### config.mk
export PLATFORM = sky130hd
export DESIGN_NAME = pipe_hazard_ctrl_flat
export DESIGN_NICKNAME = d
export VERILOG_FILES = /design/src/rtl/pipe_hazard_ctrl_pkg.sv /design/src/rtl/pipe_hazard_ctrl_if.sv /design/src/rtl/pipe_hazard_ctrl_fwd_cmp.sv /design/src/rtl/pipe_hazard_ctrl.sv /design/src/flat_wrapper.sv
export SDC_FILE = /design/constraint.sdc
export NUM_CORES = 1
export LEC_CHECK = 0
export BUFFER_PORTS_ARGS = -buffer_cell sky130_fd_sc_hd__buf_2
export CORE_ASPECT_RATIO = 0.6
export CORE_MARGIN = 5
export CORE_UTILIZATION = 47
export CTS_CLUSTER_DIAMETER = 40
export DETAILED_ROUTE_END_ITERATION = 10
export GPL_ROUTABILITY_DRIVEN = 0
export HOLD_SLACK_MARGIN = 0.1
export PLACE_DENSITY = 0.8
export SETUP_SLACK_MARGIN = 0.02
export SLEW_MARGIN = 20
export SYNTH_ARGS = -nofsm -noshare
export SYNTH_HDL_FRONTEND = slang
export SYNTH_SLANG_ARGS = --single-unit
### constraint.sdc
create_clock -name clk -period 1.5 [get_ports clk]
set_input_delay 0.3 -clock clk [delete_from_list [all_inputs] [get_ports clk]]
set_output_delay 0.3 -clock clk [all_outputs]
set_load 0.02 [all_outputs]
### src/rtl/pipe_hazard_ctrl_pkg.sv
// Shared types for the pipeline hazard/forwarding controller.
// Tag destinations are stored zero-extended to RA_W_MAX bits so one
// struct type serves every register-file size up to 256 entries.
package hazard_pkg;

  localparam int unsigned PC_REG_DEFAULT = 15;
  localparam int unsigned RA_W_MAX       = 8;

  typedef enum logic [1:0] {
    FWD_RF  = 2'b00,
    FWD_WB  = 2'b01,
    FWD_MEM = 2'b10
  } fwd_sel_t;

  typedef struct packed {
    logic                valid;
    logic                we;
    logic                is_load;
    logic [RA_W_MAX-1:0] dest;
  } stage_tag_t;

  // True when the tag holds a live instruction writing register r.
  function automatic logic tag_writes(input stage_tag_t t, input logic [RA_W_MAX-1:0] r);
    return t.valid && t.we && (t.dest == r);
  endfunction

  // True when the tag holds a live load whose destination is register r.
  function automatic logic tag_loads(input stage_tag_t t, input logic [RA_W_MAX-1:0] r);
    return tag_writes(t, r) && t.is_load;
  endfunction

endpackage

### src/rtl/pipe_hazard_ctrl_if.sv
// ID-stage request / hazard-control response bundle.
// master: the pipeline datapath; slave: the hazard controller.
interface pipe_hazard_ctrl_if #(
  parameter int unsigned NSRC = 3,
  parameter int unsigned RA_W = 4
);
  logic                 id_valid;
  logic [NSRC*RA_W-1:0] id_src;
  logic [NSRC-1:0]      id_src_used;
  logic [RA_W-1:0]      id_dest;
  logic                 id_regwrite;
  logic                 id_memtoreg;
  logic                 ex_branch_taken;
  logic                 stall_f;
  logic                 stall_d;
  logic                 flush_d;
  logic                 flush_e;
  logic [2*NSRC-1:0]    fwd_sel;

  modport master (
    output id_valid, id_src, id_src_used, id_dest, id_regwrite, id_memtoreg,
           ex_branch_taken,
    input  stall_f, stall_d, flush_d, flush_e, fwd_sel
  );

  modport slave (
    input  id_valid, id_src, id_src_used, id_dest, id_regwrite, id_memtoreg,
           ex_branch_taken,
    output stall_f, stall_d, flush_d, flush_e, fwd_sel
  );
endinterface

### src/rtl/pipe_hazard_ctrl_fwd_cmp.sv
// Forward-source selection for one EX operand. MEM beats WB; loads in
// MEM are not forwardable yet; the PC is never forwarded (datapath gives PC+8).
module hazard_fwd_cmp
  import hazard_pkg::*;
#(
  parameter int unsigned PC_REG = PC_REG_DEFAULT
) (
  input  logic [RA_W_MAX-1:0] src,
  input  logic                used,
  input  stage_tag_t          mem_tag,
  input  stage_tag_t          wb_tag,
  output fwd_sel_t            sel
);
  localparam logic [RA_W_MAX-1:0] PC_ADDR = RA_W_MAX'(PC_REG);

  logic mem_hit_s;
  logic wb_hit_s;
  logic unused_wb_load_s;

  // WB forwards loads and ALU results alike, so its load flag is not needed.
  assign unused_wb_load_s = wb_tag.is_load;

  // Priority select of the youngest forwardable producer.
  always_comb begin
    mem_hit_s = used && (src != PC_ADDR) && tag_writes(mem_tag, src) && !mem_tag.is_load;
    wb_hit_s  = used && (src != PC_ADDR) && tag_writes(wb_tag, src);
    if (mem_hit_s) begin
      sel = FWD_MEM;
    end else if (wb_hit_s) begin
      sel = FWD_WB;
    end else begin
      sel = FWD_RF;
    end
  end
endmodule

### src/rtl/pipe_hazard_ctrl.sv
// Hazard and forwarding controller for a 5-stage ARM pipeline.
// Tracks EX/MEM/WB write tags and derives stall, flush and forward selects.
// Optional stall/flush performance counters: define HAZARD_PERF_CNT_EN.
module pipe_hazard_ctrl
  import hazard_pkg::*;
#(
  parameter int unsigned NREGS    = 16,
  parameter int unsigned RA_W     = $clog2(NREGS),
  parameter int unsigned NSRC     = 3,
  parameter int unsigned LOAD_LAT = 1,
  parameter int unsigned PC_REG   = PC_REG_DEFAULT
) (
  input  logic               clk,
  input  logic               reset,
  pipe_hazard_ctrl_if.slave  hz,
  output logic [31:0]        perf_stall_cnt,
  output logic [31:0]        perf_flush_cnt
);
  localparam logic [RA_W_MAX-1:0] PC_ADDR = RA_W_MAX'(PC_REG);

  if ((LOAD_LAT != 1) && (LOAD_LAT != 2)) begin : g_bad_load_lat
    $error("pipe_hazard_ctrl: LOAD_LAT must be 1 or 2");
  end
  if ((RA_W > RA_W_MAX) || (NREGS > (1 << RA_W))) begin : g_bad_regs
    $error("pipe_hazard_ctrl: register file size out of range");
  end

  stage_tag_t           ex_tag_q, ex_tag_d;
  stage_tag_t           mem_tag_q, mem_tag_d;
  stage_tag_t           wb_tag_q, wb_tag_d;
  logic [NSRC*RA_W-1:0] ex_src_q, ex_src_d;
  logic [NSRC-1:0]      ex_used_q, ex_used_d;

  logic                 lu_s;
  logic                 pcw_s;
  logic                 stall_f_s, stall_d_s, flush_d_s, flush_e_s;
  logic [RA_W_MAX-1:0]  id_src_w_s [NSRC];
  logic [RA_W_MAX-1:0]  ex_src_w_s [NSRC];
  fwd_sel_t             fwd_s      [NSRC];
  logic [2*NSRC-1:0]    fwd_sel_s;

  // Widen per-slot source addresses to the tag destination width.
  always_comb begin
    for (int i = 0; i < NSRC; i++) begin
      id_src_w_s[i] = RA_W_MAX'(hz.id_src[i*RA_W +: RA_W]);
      ex_src_w_s[i] = RA_W_MAX'(ex_src_q[i*RA_W +: RA_W]);
    end
  end

  // Load-use and PC-write hazard detection; two pending loads on one source still give one stall.
  always_comb begin
    lu_s = 1'b0;
    for (int i = 0; i < NSRC; i++) begin
      lu_s = lu_s | (hz.id_src_used[i] &&
                     (tag_loads(ex_tag_q, id_src_w_s[i]) ||
                      ((LOAD_LAT == 2) && tag_loads(mem_tag_q, id_src_w_s[i]))));
    end
    lu_s  = lu_s && hz.id_valid;
    pcw_s = (hz.id_valid && hz.id_regwrite && (RA_W_MAX'(hz.id_dest) == PC_ADDR)) ||
            tag_writes(ex_tag_q, PC_ADDR) || tag_writes(mem_tag_q, PC_ADDR);
  end

  // Control outputs: reset and taken branch override both hazards.
  always_comb begin
    if (!reset || hz.ex_branch_taken) begin
      stall_f_s = 1'b0;
      stall_d_s = 1'b0;
      flush_d_s = 1'b1;
      flush_e_s = 1'b1;
    end else begin
      stall_f_s = lu_s | pcw_s;
      stall_d_s = lu_s;
      flush_d_s = pcw_s;
      flush_e_s = lu_s;
    end
  end

  for (genvar g = 0; g < NSRC; g++) begin : g_fwd
    hazard_fwd_cmp #(.PC_REG(PC_REG)) u_cmp (
      .src     (ex_src_w_s[g]),
      .used    (ex_used_q[g]),
      .mem_tag (mem_tag_q),
      .wb_tag  (wb_tag_q),
      .sel     (fwd_s[g])
    );
  end

  // Pack per-slot forward selects; forced to regfile while in reset.
  always_comb begin
    fwd_sel_s = '0;
    for (int i = 0; i < NSRC; i++) begin
      fwd_sel_s[2*i +: 2] = reset ? fwd_s[i] : FWD_RF;
    end
  end

  assign hz.stall_f = stall_f_s;
  assign hz.stall_d = stall_d_s;
  assign hz.flush_d = flush_d_s;
  assign hz.flush_e = flush_e_s;
  assign hz.fwd_sel = fwd_sel_s;

  // Shadow pipeline advance: ID enters EX unless stalled or bubbled.
  always_comb begin
    mem_tag_d = ex_tag_q;
    wb_tag_d  = mem_tag_q;
    if (hz.id_valid && !flush_e_s && !stall_d_s) begin
      ex_tag_d.valid   = 1'b1;
      ex_tag_d.we      = hz.id_regwrite;
      ex_tag_d.is_load = hz.id_memtoreg;
      ex_tag_d.dest    = RA_W_MAX'(hz.id_dest);
      ex_src_d         = hz.id_src;
      ex_used_d        = hz.id_src_used;
    end else begin
      ex_tag_d  = '0;
      ex_src_d  = '0;
      ex_used_d = '0;
    end
  end

  // Tag registers with synchronous active-low reset.
  always_ff @(posedge clk) begin
    if (!reset) begin
      ex_tag_q  <= '0;
      mem_tag_q <= '0;
      wb_tag_q  <= '0;
      ex_src_q  <= '0;
      ex_used_q <= '0;
    end else begin
      ex_tag_q  <= ex_tag_d;
      mem_tag_q <= mem_tag_d;
      wb_tag_q  <= wb_tag_d;
      ex_src_q  <= ex_src_d;
      ex_used_q <= ex_used_d;
    end
  end

`ifdef HAZARD_PERF_CNT_EN
  logic [31:0] perf_stall_cnt_q, perf_stall_cnt_d;
  logic [31:0] perf_flush_cnt_q, perf_flush_cnt_d;

  // Free-running wrap-around event counters.
  always_comb begin
    perf_stall_cnt_d = perf_stall_cnt_q + {31'd0, stall_d_s};
    perf_flush_cnt_d = perf_flush_cnt_q + {31'd0, hz.ex_branch_taken};
  end

  // Counter registers, cleared by reset.
  always_ff @(posedge clk) begin
    if (!reset) begin
      perf_stall_cnt_q <= 32'd0;
      perf_flush_cnt_q <= 32'd0;
    end else begin
      perf_stall_cnt_q <= perf_stall_cnt_d;
      perf_flush_cnt_q <= perf_flush_cnt_d;
    end
  end

  assign perf_stall_cnt = perf_stall_cnt_q;
  assign perf_flush_cnt = perf_flush_cnt_q;
`else
  assign perf_stall_cnt = 32'd0;
  assign perf_flush_cnt = 32'd0;
`endif

endmodule

### src/flat_wrapper.sv
// flat-port wrapper written by rule: the top's interface ports become plain ports
module pipe_hazard_ctrl_flat import hazard_pkg::*;
#(
  parameter int unsigned NREGS    = 16,
  parameter int unsigned RA_W     = $clog2(NREGS),
  parameter int unsigned NSRC     = 3,
  parameter int unsigned LOAD_LAT = 1,
  parameter int unsigned PC_REG   = PC_REG_DEFAULT
)
  (clk, reset, perf_stall_cnt, perf_flush_cnt, hz_id_valid, hz_id_src, hz_id_src_used, hz_id_dest, hz_id_regwrite, hz_id_memtoreg, hz_ex_branch_taken, hz_stall_f, hz_stall_d, hz_flush_d, hz_flush_e, hz_fwd_sel);
  pipe_hazard_ctrl_if #(.NSRC(NSRC), .RA_W(RA_W)) hz_i ();
  input  logic clk;
  input  logic reset;
  output logic [31:0] perf_stall_cnt;
  output logic [31:0] perf_flush_cnt;
  input wire logic [$bits(hz_i.id_valid)-1:0] hz_id_valid;
  input wire logic [$bits(hz_i.id_src)-1:0] hz_id_src;
  input wire logic [$bits(hz_i.id_src_used)-1:0] hz_id_src_used;
  input wire logic [$bits(hz_i.id_dest)-1:0] hz_id_dest;
  input wire logic [$bits(hz_i.id_regwrite)-1:0] hz_id_regwrite;
  input wire logic [$bits(hz_i.id_memtoreg)-1:0] hz_id_memtoreg;
  input wire logic [$bits(hz_i.ex_branch_taken)-1:0] hz_ex_branch_taken;
  output wire logic [$bits(hz_i.stall_f)-1:0] hz_stall_f;
  output wire logic [$bits(hz_i.stall_d)-1:0] hz_stall_d;
  output wire logic [$bits(hz_i.flush_d)-1:0] hz_flush_d;
  output wire logic [$bits(hz_i.flush_e)-1:0] hz_flush_e;
  output wire logic [$bits(hz_i.fwd_sel)-1:0] hz_fwd_sel;
  assign hz_i.id_valid = hz_id_valid;
  assign hz_i.id_src = hz_id_src;
  assign hz_i.id_src_used = hz_id_src_used;
  assign hz_i.id_dest = hz_id_dest;
  assign hz_i.id_regwrite = hz_id_regwrite;
  assign hz_i.id_memtoreg = hz_id_memtoreg;
  assign hz_i.ex_branch_taken = hz_ex_branch_taken;
  assign hz_stall_f = hz_i.stall_f;
  assign hz_stall_d = hz_i.stall_d;
  assign hz_flush_d = hz_i.flush_d;
  assign hz_flush_e = hz_i.flush_e;
  assign hz_fwd_sel = hz_i.fwd_sel;
  pipe_hazard_ctrl #(.NREGS(NREGS), .RA_W(RA_W), .NSRC(NSRC), .LOAD_LAT(LOAD_LAT), .PC_REG(PC_REG)) u_core (.clk(clk), .reset(reset), .hz(hz_i), .perf_stall_cnt(perf_stall_cnt), .perf_flush_cnt(perf_flush_cnt));
endmodule
# Word-level counts from Yosys, hierarchy flattened
# Cells that the tools add are included.
# classes
reduce_logical	45
bitwise_logic	3
mux	14
n_eq_ne	15
# op_table
op	n
8-bit by 4-bit equality test with 1-bit output	9
1-bit logical AND	37
8-bit by 4-bit equality test with 1-bit output, second input constant	2
2-bit two-way mux	6
4-bit inequality test, second input constant	3
11-bit two-way mux	1
1-bit two-way mux	7
4-bit equality test, second input constant	1
1-bit logical NOT	4
1-bit logical OR	3
1-bit OR	3
2-bit AND reduction	1
# totals
word_cells	91
in_bits	25
register_bits	47

# Longest topological paths before layout
# depth
depth_word	12
depth_mapped	5

# Cells and area by module
# Synthesis repeated with hierarchy kept, for this count alone.
# hier_totals
cells_unflattened	297
hier_area_um2	2492.4
# modules_own_cells
module	n_inst	area_per_inst_um2	seq_area_each_um2	cells_each
pipe_hazard_ctrl	1	1771.7	720.7	207
hazard_fwd_cmp	3	240.2	0.0	30

# Least setup slack after synthesis
# No wires, ideal clock.
# synth_timing
kind	register -> output
from	register u_core.ex_tag_q[3] (netlist name)
to	output port hz_stall_f
stages_incl_launch_ff	5
arrival_time_ps	1532
setup_slack_ps	-332
cell_sequence	dfxtp_1 xnor2_1 nand4_1 o22a_1 a311oi_1
# synth_via
elab_chain_cells	9
elab_cells_between_ends	21
cone_classes	eq/ne (4); mux (1); bitwise (3); reduce/logical (13)
# synth_rtl
item	line_no	source
from (decl)	pipe_hazard_ctrl.sv:28	stage_tag_t ex_tag_q, ex_tag_d;
from (signal assigned)	pipe_hazard_ctrl.sv:129	ex_tag_q <= ex_tag_d;
8-bit by 4-bit equality test with 1-bit output	pipe_hazard_ctrl_pkg.sv:24	return t.valid && t.we && (t.dest == r);
1-bit logical AND	pipe_hazard_ctrl_pkg.sv:24	
1-bit logical AND	pipe_hazard_ctrl_pkg.sv:29	return tag_writes(t, r) && t.is_load;
1-bit logical AND	pipe_hazard_ctrl.sv:54	lu_s = lu_s | (hz.id_src_used[i] &&
1-bit OR (2 in series)	pipe_hazard_ctrl.sv:54	
1-bit logical AND	pipe_hazard_ctrl.sv:58	lu_s = lu_s && hz.id_valid;
1-bit OR (*)	pipe_hazard_ctrl.sv:71	stall_f_s = lu_s | pcw_s;
1-bit two-way mux (*)	pipe_hazard_ctrl.sv:65	if (!reset || hz.ex_branch_taken) begin
to (decl)	flat_wrapper.sv:23	output wire logic [$bits(hz_i.stall_f)-1:0] hz_stall_f;
# Mark *: on every way between the ends. The rest lies on a longest branch, timed or not.

# Worst setup path in the final report
# Ends and elaborated chain as after synthesis.

==> impl_metrics.toml <==
[yosys]
ys.warnings.count = 0
synth_area_leader_cell = "sky130_fd_sc_hd__dfxtp_1"
synth-adder-area-share_pct = 0
syn-mean-instance-area_um2 = 8.91
yosysTopAreaCellShare_pct = 31.4
synth_compound_gate_area_share_pct = 2.70
netlist_area_mm2 = 0.00223
yosysSeqAreaShare_pct = 31.4
postSynthCellCount = 250
largest_family_of_logic_cells_by_synthesized_area = "buffers and inverters"
ys_ff_latch = 35
synth_simple_gate_area_share_pct = 24.6
yosysUniqueCellTypes = 30
portion_of_netlist_area_occupied_by_mux_cells_pct = 0
synthXorXnorAreaFrac_pct = 14.1
synthTopCellsByArea = "sky130_fd_sc_hd__dfxtp_1 (31%), sky130_fd_sc_hd__buf_4 (22%), sky130_fd_sc_hd__xnor2_1 (12%), sky130_fd_sc_hd__nor3_2 (8.5%), sky130_fd_sc_hd__and2_1 (4.2%)"

[floorplanning]
core.rowCount = 19
die_height_um = 63.3
initial_core_util_pct = 48.6
die_x_um = 98.9
num_io_pins = 99
fp.coreArea_mm2 = 0.00459
fp.dieArea_mm2 = 0.00626

[hold_path]
hold_path_end = "u_core.ex_tag_q[8]"
hold_path_class = "input port to flop"
min_path_cells = 3
hp-start = "hz_id_memtoreg"

[finish]
final_cells = 396
num_antenna_cells = 0
multiInputGateArea_mm2 = 0.00146
final_net_count = 357
final_layout_size_suffix_gt1_share_pct = 51.1
regArea_um2 = 742
syn2layout_area_growth_pct = 39.2
fillerInstances = 375

[routing]
avgViaCountPerCell = 4.24
post_drt_wl_per_cell_um = 13.5
finalWirelength_um = 5350
drt_pre_antenna_iters = 4
detailroute.via_count = 1681
drc = 0
drt-initial-drc-count = 46
final_antenna_net_count = 0

[global_routing]
grt_antenna_before_repair = 0
grt_start_max_net_pins = 14
grt_first_pass_wirelength_um = 8440
gr_usage_total_pct = 17.4
via_count_of_the_first_global_routing_pass = 1778
grt_remaining_overflow = 0

[status]
run_status = "finished, violations left"
failed_checks = "setup timing"

[critical_path]
slowest_stage = "sky130_fd_sc_hd__dfxtp_4"
cp_cell_sequence = "xnor2_1 > nand4_1 > o22a_2 > a311oi_4 > buf_6"
crit_path_end_kind = "output port"
critPathKind = "flop to output port"
r2r_setup_slack_ns = -0.07
worst_path_largest_cell_delay_ns = 0.36
crit_cells = 5
rr_endpoint = "u_core.ex_src_q[5]"
timing.critical_path.fanout_max = 4
critical_path_buf_inv_count = 1
worstReg2RegStart = "u_core.ex_tag_q[3]"
ff2ff_path_depth = 6
critPathArrivalTime_ns = 1.80
family_of_cells_with_the_greatest_summed_delay_on_the_critical_path = "compound AO/OA/AOI/OAI gates"
critical_path.startpoint_type = "flop"
worstPathRequired_ns = 1.20

[clocking]
cts-htree-levels = 2
clock_transition_at_the_registers_of_the_reported_paths_ns = 0.08
cts_made_buffers = 5
clock_path_buffers = 2
root_buffer = "sky130_fd_sc_hd__clkbuf_8"
cts_num_sinks = 35
clock_insertion_delay_worst_skew_ns = 0.29
cts_tree = "built"

[sta]
finClkSkew_ns = 0.00597
max_freq_mhz = 476
timing.final.setup_violations = 31
period_needed_ns = 2.10
post_layout_worst_setup_margin_ns = -0.600
finalHoldViolations = 0
grt_setup_unrepaired = "true"
slew_violations = 0
period_share_pct = 140

[power_and_ir_drop]
power_per_cell_area_mw_per_mm2 = 677
vdd.ir_drop.worst_uv = 491
static-leakage-power_nw = 1.37

[placed_design]
placed_cells = 385
placement.io_buffers = 34
dp_hpwl_um = 4180
pre_cts_slack_ns = -0.366

[run]
cap_violations = 0
[layout by cell type (no fill, tap or decap), drive strengths merged]
cell and n:
a211oi 1, a21boi 1, a311oi 1, a41o 1, and2 17, and2b 1
and3 1, and3b 1, and4 2, buf 81, clkbuf 5, clkinvlp 2
conb 64, dfxtp 35, inv 22, nand2 13, nand3 7, nand4 8
nor2 4, nor3 21, nor4 7, o22a 1, o22ai 1, xnor2 30
xor2 6
[what timing repair did]
item,CTS,global route
resized for setup,62,36
pin swaps,17,26
hold endpoints to repair,0,0
hold buffers,0,0
setup buffers,7,6
cloned,1,0
setup endpoints to repair,27,32
[worst min-delay path: cells and delay by family]
| family | cells | cell delay, ns |
|---|---|---|
| simple gates | 1 | 0.04 |
| buf+inv | 2 | 0.14 |
[layout make-up]
cell class              instances  share of cell area [%]
multi-input cells             188                    47.0
flip-flops and latches         35                    23.9
repair buffers                 81                    21.1
inverters                      21                    2.54
well taps                      63                    2.54
clock buffers                   5                    2.22
clock inverters                 3                   0.766
[stage by stage]
stage | hold slack (ns) | setup TNS [ns] | area, um2 | power [mW] | utilization (%)
2_1_floorplan | 0.419 | -0.122 | 2520 | 1.37 | -
3_3_place_gp | 0.460 | -1.12 | 2620 | 1.36 | 57.2
3_5_place_dp | 0.463 | -2.15 | 2620 | 1.37 | 57.2
4_1_cts | 0.213 | -7.78 | 2980 | 2.09 | 64.9
5_1_grt | 0.230 | -8.59 | 3100 | 2.22 | 67.6
6_report | 0.220 | -4.80 | 3100 | 2.10 | 67.6
[sequential cells by signal, indices dropped and copies added (netlist names)]
register          flops
u_core.ex_src_q      12
u_core.ex_tag_q       7
u_core.mem_tag_q      7
u_core.wb_tag_q       6
u_core.ex_used_q      3
[worst max path at each step]
stage | start | endpoint
2_1_floorplan | u_core.ex_tag_q[3] | hz_stall_f
3_3_place_gp | hz_id_valid | hz_stall_f
3_5_place_dp | hz_id_valid | hz_stall_d
4_1_cts | u_core.ex_tag_q[9] | hz_stall_d
5_1_grt | u_core.ex_tag_q[3] | hz_stall_f
6_report | u_core.ex_tag_q[3] | hz_stall_f
[kinds of logic (layout without fill, tap and decap cells)]
logic type,after synthesis,after routing
AND/OR/NAND/NOR,82,82
buffers and inverters,90,110
XOR/XNOR,36,36
other,1,64
flip-flops,35,35
AO/OA/AOI/OAI,6,6
[cells in the mapped netlist (all sizes together)]
cell type,n
a21boi,1
nor2,4
and2,17
xor2,6
nand3,7
and2b,1
a41o,1
inv,21
clkbuf,1
xnor2,30
nand2,13
nand4,8
a211oi,1
and3,1
and3b,1
and4,2
a311oi,1
o22ai,1
conb,1
dfxtp,35
nor3,21
o22a,1
nor4,7
buf,68
[layer usage]
metal	global-route usage, %	part of all wire, %	vias up
met5	0	0	-
li1	-	-	838
met2	26.8	51	56
met1	21.4	41	776
met4	8.69	2.2	0
met3	6.17	6.5	11
[power breakdown]
| group | internal, mW | switching, mW | leakage, nW |
|---|---|---|---|
| sequential | 0.946 | 0.0253 | 0.296 |
| clock | 0.332 | 0.375 | 0.0408 |
| combinational | 0.147 | 0.276 | 1.03 |
| total | 1.42 | 0.676 | 1.37 |
No activity file was read; power rests on OpenSTA's default activity.
